## config.mk

```make
export PLATFORM = sky130hd
export DESIGN_NAME = rv_decode_ex_ctrl
export DESIGN_NICKNAME = d
export VERILOG_FILES = /design/src/rtl/rv_decode_ex_ctrl.sv
export SDC_FILE = /design/constraint.sdc
export NUM_CORES = 1
export LEC_CHECK = 0
export BUFFER_PORTS_ARGS = -buffer_cell sky130_fd_sc_hd__buf_4
export CAP_MARGIN = 5
export CORE_MARGIN = 5
export CORE_UTILIZATION = 45
export CTS_BUF_LIST = sky130_fd_sc_hd__clkbuf_8
export CTS_CLUSTER_SIZE = 8
export DETAILED_ROUTE_END_ITERATION = 7
export HOLD_SLACK_MARGIN = 0.15
export PLACE_DENSITY = 0.71
export SETUP_SLACK_MARGIN = 0.05
export SYNTH_ARGS = -nofsm -noshare
export SYNTH_HDL_FRONTEND = slang
export SYNTH_SLANG_ARGS = --single-unit
```

## constraint.sdc

```tcl
create_clock -name clk -period 5.05 [get_ports clk]
set_clock_uncertainty 0.2 [all_clocks]
set_input_delay 0.7575 -clock clk [delete_from_list [all_inputs] [get_ports clk]]
set_output_delay 0.7575 -clock clk [all_outputs]
set_load 0.02 [all_outputs]
```

## src/rtl/rv_decode_ex_ctrl.sv

```systemverilog
// RV32I-subset control path: Decode-stage main/ALU decoder, the
// Decode->Execute control register, and the Execute-stage ALU.
package rv_decode_ex_pkg;

    typedef enum logic [2:0] {
        ALU_ADD = 3'b000,
        ALU_SUB = 3'b001,
        ALU_AND = 3'b010,
        ALU_OR  = 3'b011,
        ALU_XOR = 3'b100,
        ALU_SLT = 3'b101
    } alu_ctrl_e;

    typedef struct packed {
        logic       reg_write;
        logic [1:0] result_src;
        logic       mem_write;
        logic       jump;
        logic       branch;
        logic [2:0] alu_control;
        logic       alu_src;
    } id_ex_t;

    localparam logic [6:0] OP_LOAD   = 7'b0000011;
    localparam logic [6:0] OP_STORE  = 7'b0100011;
    localparam logic [6:0] OP_REG    = 7'b0110011;
    localparam logic [6:0] OP_BRANCH = 7'b1100011;
    localparam logic [6:0] OP_IMM    = 7'b0010011;
    localparam logic [6:0] OP_JAL    = 7'b1101111;

endpackage

module rv_decode_ex_ctrl
    import rv_decode_ex_pkg::*;
#(
    parameter int XLEN = 32
) (
    input  logic            clk,
    input  logic            rst,
    input  logic            flush_e,
    input  logic [6:0]      op,
    input  logic [2:0]      funct3,
    input  logic            funct7b5,
    output logic            RegWriteD,
    output logic [1:0]      ResultSrcD,
    output logic            MemWriteD,
    output logic            JumpD,
    output logic            BranchD,
    output logic [2:0]      ALUControlD,
    output logic            ALUSrcD,
    output logic [1:0]      ImmSrcD,
    output logic            RegWriteE,
    output logic [1:0]      ResultSrcE,
    output logic            MemWriteE,
    output logic            JumpE,
    output logic            BranchE,
    output logic [2:0]      ALUControlE,
    output logic            ALUSrcE,
    input  logic [XLEN-1:0] SrcAE,
    input  logic [XLEN-1:0] SrcBE,
    output logic [XLEN-1:0] ALUResult_E,
    output logic            zero
);

    id_ex_t     ctrl_d;
    id_ex_t     ctrl_e;
    logic [1:0] imm_src_d;
    logic [1:0] alu_op;
    alu_ctrl_e  alu_ctrl_d;

    // Main decoder; unknown opcodes decode to an all-zero NOP.
    always_comb begin
        ctrl_d    = '0;
        imm_src_d = 2'b00;
        alu_op    = 2'b00;
        case (op)
            OP_LOAD: begin
                ctrl_d.reg_write  = 1'b1;
                ctrl_d.alu_src    = 1'b1;
                ctrl_d.result_src = 2'b01;
            end
            OP_STORE: begin
                imm_src_d        = 2'b01;
                ctrl_d.alu_src   = 1'b1;
                ctrl_d.mem_write = 1'b1;
            end
            OP_REG: begin
                ctrl_d.reg_write = 1'b1;
                alu_op           = 2'b10;
            end
            OP_BRANCH: begin
                imm_src_d     = 2'b10;
                ctrl_d.branch = 1'b1;
                alu_op        = 2'b01;
            end
            OP_IMM: begin
                ctrl_d.reg_write = 1'b1;
                ctrl_d.alu_src   = 1'b1;
                alu_op           = 2'b10;
            end
            OP_JAL: begin
                ctrl_d.reg_write  = 1'b1;
                imm_src_d         = 2'b11;
                ctrl_d.result_src = 2'b10;
                ctrl_d.jump       = 1'b1;
            end
            default: ;
        endcase
        ctrl_d.alu_control = alu_ctrl_d;
    end

    // ALU decoder; only R-type with funct7b5 set turns funct3=000 into sub.
    always_comb begin
        alu_ctrl_d = ALU_ADD;
        unique case (1'b1)
            (alu_op == 2'b00): alu_ctrl_d = ALU_ADD;
            (alu_op == 2'b01): alu_ctrl_d = ALU_SUB;
            default: begin
                case (funct3)
                    3'b000: begin
                        if ({op[5], funct7b5} == 2'b11) begin
                            alu_ctrl_d = ALU_SUB;
                        end else begin
                            alu_ctrl_d = ALU_ADD;
                        end
                    end
                    3'b010:  alu_ctrl_d = ALU_SLT;
                    3'b100:  alu_ctrl_d = ALU_XOR;
                    3'b110:  alu_ctrl_d = ALU_OR;
                    3'b111:  alu_ctrl_d = ALU_AND;
                    default: alu_ctrl_d = ALU_ADD;
                endcase
            end
        endcase
    end

    assign RegWriteD   = ctrl_d.reg_write;
    assign ResultSrcD  = ctrl_d.result_src;
    assign MemWriteD   = ctrl_d.mem_write;
    assign JumpD       = ctrl_d.jump;
    assign BranchD     = ctrl_d.branch;
    assign ALUControlD = ctrl_d.alu_control;
    assign ALUSrcD     = ctrl_d.alu_src;
    assign ImmSrcD     = imm_src_d;

    // A flush loads the same all-zero bubble as reset.
    always_ff @(posedge clk) begin
        if (rst || flush_e) begin
            ctrl_e <= '0;
        end else begin
            ctrl_e <= ctrl_d;
        end
    end

    assign RegWriteE   = ctrl_e.reg_write;
    assign ResultSrcE  = ctrl_e.result_src;
    assign MemWriteE   = ctrl_e.mem_write;
    assign JumpE       = ctrl_e.jump;
    assign BranchE     = ctrl_e.branch;
    assign ALUControlE = ctrl_e.alu_control;
    assign ALUSrcE     = ctrl_e.alu_src;

    logic [XLEN-1:0] sum;
    logic [XLEN-1:0] diff;
    logic            lt;

    assign sum  = SrcAE + SrcBE;
    assign diff = SrcAE - SrcBE;
    assign lt   = $signed(SrcAE) < $signed(SrcBE);

    always_comb begin
        ALUResult_E = '0;
        case (ctrl_e.alu_control)
            ALU_ADD: ALUResult_E = sum;
            ALU_SUB: ALUResult_E = diff;
            ALU_AND: ALUResult_E = SrcAE & SrcBE;
            ALU_OR:  ALUResult_E = SrcAE | SrcBE;
            ALU_XOR: ALUResult_E = SrcAE ^ SrcBE;
            ALU_SLT: ALUResult_E = {{(XLEN-1){1'b0}}, lt};
            default: ALUResult_E = '0;
        endcase
    end

    assign zero = (ALUResult_E == '0);

endmodule

```

# Yosys cells after proc, flatten, opt, wreduce, memory -nomap -nowiden
# Index checks and enable logic that the tools add are counted.
[totals]
regBits = 10
out_inout_bits = 55
word_cells = 50
input_bits = 78
[op_classes]
muxes = 12
eq_ne = 17
bitwise = 3
n_addsub = 2
order_cmp = 1
n_reduce_logical = 8
[ops]
columns = ["cell", "count"]
rows = [
  ["32-bit one-hot mux with 6 select lines", 1],
  ["32-bit adder", 1],
  ["32-bit AND", 1],
  ["32-bit logical NOT", 1],
  ["32-bit less-than comparator", 1],
  ["32-bit bitwise OR", 1],
  ["32-bit subtractor", 1],
  ["32-bit bitwise XOR", 1],
  ["3-bit == test (second input constant)", 5],
  ["3-bit one-hot mux with 5 select lines", 1],
  ["7-bit by 6-bit == test with 1-bit output (second input constant)", 2],
  ["7-bit == test (second input constant)", 2],
  ["3-bit by 2-bit == test with 1-bit output (second input constant)", 3],
  ["2-bit one-hot mux with 2 select lines", 2],
  ["7-bit by 2-bit == test with 1-bit output (second input constant)", 1],
  ["7-bit by 5-bit == test with 1-bit output (second input constant)", 1],
  ["3-bit logical NOT", 2],
  ["1-bit two-way mux", 6],
  ["2-bit one-hot mux with 3 select lines", 1],
  ["3-bit one-hot mux with 2 select lines", 1],
  ["4-bit OR reduction", 1],
  ["3-bit by 1-bit == test with 1-bit output (second input constant)", 1],
  ["3-bit OR reduction", 1],
  ["2-bit by 1-bit == test with 1-bit output (second input constant)", 1],
  ["4 further kinds", 4],
]

# Logic depth before layout (Yosys ltp)
[logic_depth]
ltp_word = 5
mapped_depth = 15
ltp_nobuf = 15

# Worst setup path after synthesis
# No wires, ideal clock.
[synth_timing]
path_type = "input to output"
startpoint = "input SrcAE[11]"
endpoint = "output zero"
stages = 15
required_ns = 4.093
arrival_ns = 4.472
path_buffers = 1
path_slack_ns = -0.380
path_cell_list = "inv_1 -> ha_1 -> buf_6 -> or3_4 -> or4_4 -> a2111oi_4 -> nor3_2 -> or3_1 -> and2_4 -> a2111oi_4 -> o31ai_2 -> nor4_2 -> nand4_1 -> nor4_1 -> nor4b_2"
[synth_via]
elab_chain_cells = 3
[synth_lines]
columns = ["item", "line", "source"]
rows = [
  ["start, declared", "59", "input logic [XLEN-1:0] SrcAE,"],
  ["32-bit subtractor or 32-bit adder (tied branches)", "168, 167", ""],
  ["32-bit one-hot mux with 6 select lines *", "173", "case (ctrl_e.alu_control)"],
  ["net ALUResult_E[16]", "61", "output logic [XLEN-1:0] ALUResult_E,"],
  ["32-bit logical NOT *", "184", "assign zero = (ALUResult_E == '0);"],
  ["end, declared", "62", "output logic zero"],
]
# Mark *: on every way through the listed nets, which the timed path passes. The rest lies on a longest branch.

# Worst setup path after layout
[layout_timing]
startpoint = "input SrcAE[10]"
endpoint = "output zero"
[layout_via]
elab_chain_cells = 3
[layout_lines]
columns = ["item", "line", "source"]
rows = [
  ["32-bit subtractor, or another cell as far along", "168", "assign diff = SrcAE - SrcBE;"],
  ["32-bit one-hot mux with 6 select lines *", "173", ""],
  ["32-bit logical NOT *", "184", ""],
]
# Every way passes the cells marked *; elsewhere a longest branch is shown, timed or not.

==> summary.txt <==
GRT
  – Global Route Usage Sum: 29.2%
  – Pin count of the biggest net entering global routing: 24
  – Total gr overflow: 0
  – Antenna violations before repair: 0
  – Vias in the first global route: 7813
  – First-pass GRT wire length: 38800 um

Route
  – Initial DRC count: 897
  – DRC Markers: 0
  – Final wirelength: 25000 um
  – Detailed-route vias per instance: 5.98
  – Vias: 8348
  – Drt pass-1 iters: 5
  – Avg WL per Cell: 17.9 um
  – Routed Antenna Nets: 0

CTS
  – Clk sinks: 9
  – Clk root buf: clkbuf_8
  – Clk pin slew, worst setup/hold paths: 0.04 ns
  – CTS tree: yes
  – # hold bufs at CTS: 0
  – # H-tree levels: 1
  – Cts bufs inserted: 3
  – Maximum clock path buffer count: 2

STA
  – Worst Tran Pin Value: 0.671 ns
  – Final min period: 5.65 ns
  – Fmax achieved: 177 MHz
  – Post-route clock period utilization: 112%
  – Final hold slack: 0.519 ns
  – Final setup margin: -0.601 ns
  – RSZ-0062 raised after global routing: yes
  – Hold Fails Final Rpt: 0
  – Worst rel slew slack: 55.1%
  – Setup violators final: 3
  – Max Slew Vio Count: 0

Synth
  – Seq cells post-synth: 9
  – Post-synth ARST share: 0%
  – Number of synthesized flops with an enable pin: 0
  – Largest area contributor in the netlist: ha_1
  – Post-synthesis net count: 1090
  – Yosys warns: 0
  – Synth cell count leaders: inv_1, a21oi_1, ha_1
  – Post-synth top area share: 20.1%
  – Main synth FF type: dfxtp_1
  – Mapped Cells: 914
  – Largest cells by area after synthesis: ha_1, a21oi_1, inv_1, nor2_1, o21ai_0
  – Synth cell types: 76
  – Mapped Avg Cell Area: 6.53 um^2
  – Cell with the most instances after synthesis: inv_1
  – Area of the mapped netlist: 0.00597 mm^2
  – Sequential area share after synthesis: 3.02%

Layout
  – Area of the multi-input gates: 0.00553 mm^2
  – Diodes inserted: 0
  – Register area: 181 um^2
  – Share of post-route cells with drive strength above 1: 36.0%
  – Final Util: 69.8%
  – Area delta synth->final: 53.7%
  – Filler Cell Count: 1156
  – Design area: 0.00917 mm^2
  – Final net count: 1398

Floorplanning
  – Starting density of the core: 45.4%
  – # IOs: 133
  – Die Ht: 125 um
  – Die Span X: 125 um
  – CORE AREA: 0.0131 mm^2
  – # rows: 42
  – Die area: 0.0157 mm^2

Pwr
  – IR drop worst, VDD: 0.170 mV
  – Power Dens Cells: 138 mW/mm^2
  – Lkg Pwr: 4.44 nW

Setup path
  – Crit path kind: input pin to primary output
  – Crit Path Max Fanout: 4
  – Startpoint Class: input pin
  – Worst Path Required: 4.09 ns
  – Worst setup EP type: primary output
  – CP Data Arrival Time: 4.69 ns

Placed design
  – Post-DP HPWL: 20000 um
  – RePlAce Congestion: 0.997
  – Worst slack, placed: -0.658 ns
  – DP Area: 0.00871 mm^2
  – Port bufs: 132

Flow run
  – Max Cap Viol: 0

Run status
  – Violated checks: setup timing
  – Status: finished with violations

Worst hold path
  – Min-delay worst type: input pin to flip-flop
==> power breakdown <==
group | switching, mW | total, mW | internal (mW)
registers | 0.000197 | 0.0717 | 0.0715
logic | 0.575 | 1.11 | 0.533
clock network | 0.0275 | 0.0811 | 0.0537
==> per-stage QoR <==
stage	setup TNS [ns]	std cells	power, mW
finish	-0.778	1397	1.26
global route	-1.06	1397	1.34
CTS	-0.644	1390	1.20
detailed placement	-0.770	1382	1.09
global placement	-0.717	1382	1.09
floorplan	-0.0579	914	0.600
==> flip-flops by register name, indices dropped and copies added (netlist names) <==
| name | flops |
|---|---|
| ALUControlE | 3 |
| RegWriteE | 1 |
| MemWriteE | 1 |
| ResultSrcE | 2 |
| BranchE | 1 |
| ALUSrcE | 1 |
==> routing by layer <==
| metal | routed length (um) | track usage [%] | share of wire, % | vias up |
|---|---|---|---|---|
| li1 | - | - | - | 3969 |
| met1 | 10400 | 39.8 | 42 | 3859 |
| met2 | 11600 | 50.0 | 47 | 465 |
| met3 | 2390 | 3.11 | 9.6 | 55 |
| met4 | 510 | 5.93 | 2.0 | 0 |
| met5 | 0 | 0 | 0 | - |
==> critical path, cell delays in order <==
cell and delay, ns:
buf_8 0.10, inv_4 0.05, ha_4 0.19, or3_4 0.39, or4_4 0.51, a2111oi_4 0.43, nor3_2 0.14, or3_1 0.40
and2_4 0.19, a2111oi_4 0.34, o31ai_4 0.13, nor4_2 0.16, nand4_1 0.14, nor4_2 0.24, buf_4 0.16, nor4b_4 0.16
buf_4 0.17
==> placed cells by master, fill, tap and decap left out, drive strengths merged, types with 6 or more instances in the layout <==
master     n
a2111oi    6
a211oi    20
a21o       9
a21oi     98
a31oi     10
and2       9
buf      358
dfxtp      9
ha        96
inv      106
mux2i      7
nand2     68
nand2b    14
nand3     22
nand4     12
nor2      72
nor2b     15
nor3      29
nor4      14
o2111ai    6
o211ai    24
o21a       7
o21ai     54
o21bai    12
o221ai     9
o22ai     10
o311ai     7
o31ai     18
or3       11
or4        6
xnor2      7
==> layout make-up <==
type / instances / share of cell area (%)
clock inverter: 1 / 0.0546
inverter: 106 / 4.61
sequential: 9 / 1.98
timing repair buffer: 358 / 30.2
clock buffer: 3 / 0.450
multi-input combinational: 744 / 60.3
tap: 176 / 2.40
==> final timing paths <==
kind                       from                   endpoint  slack (ns)  cells past startpoint
worst max-delay path  SrcAE[10]                       zero       -0.60                     17
worst min-delay path  funct3[0]  ALUControlE[2]$_SDFF_PP0_        0.52                      2
==> cell families after synthesis <==
logic type	Yosys count	synth area share (%)
adder cells (fa/ha/maj)	98	20.8
buffers and inverters	161	10.4
XOR/XNOR	9	1.32
AO/OA/AOI/OAI	336	38.1
multiplexers	10	1.74
AND/OR/NAND/NOR	291	24.6
flip-flops	9	3.02
==> repair_timing <==
| action | CTS | global route |
|---|---|---|
| setup buffers | 4 | 10 |
| endpoints found under the setup margin | 3 | 6 |
| pin swaps | 13 | 23 |
| hold endpoints to repair | 0 | 0 |
| gates resized for setup | 26 | 51 |
(Power assumes the default switching activity.)
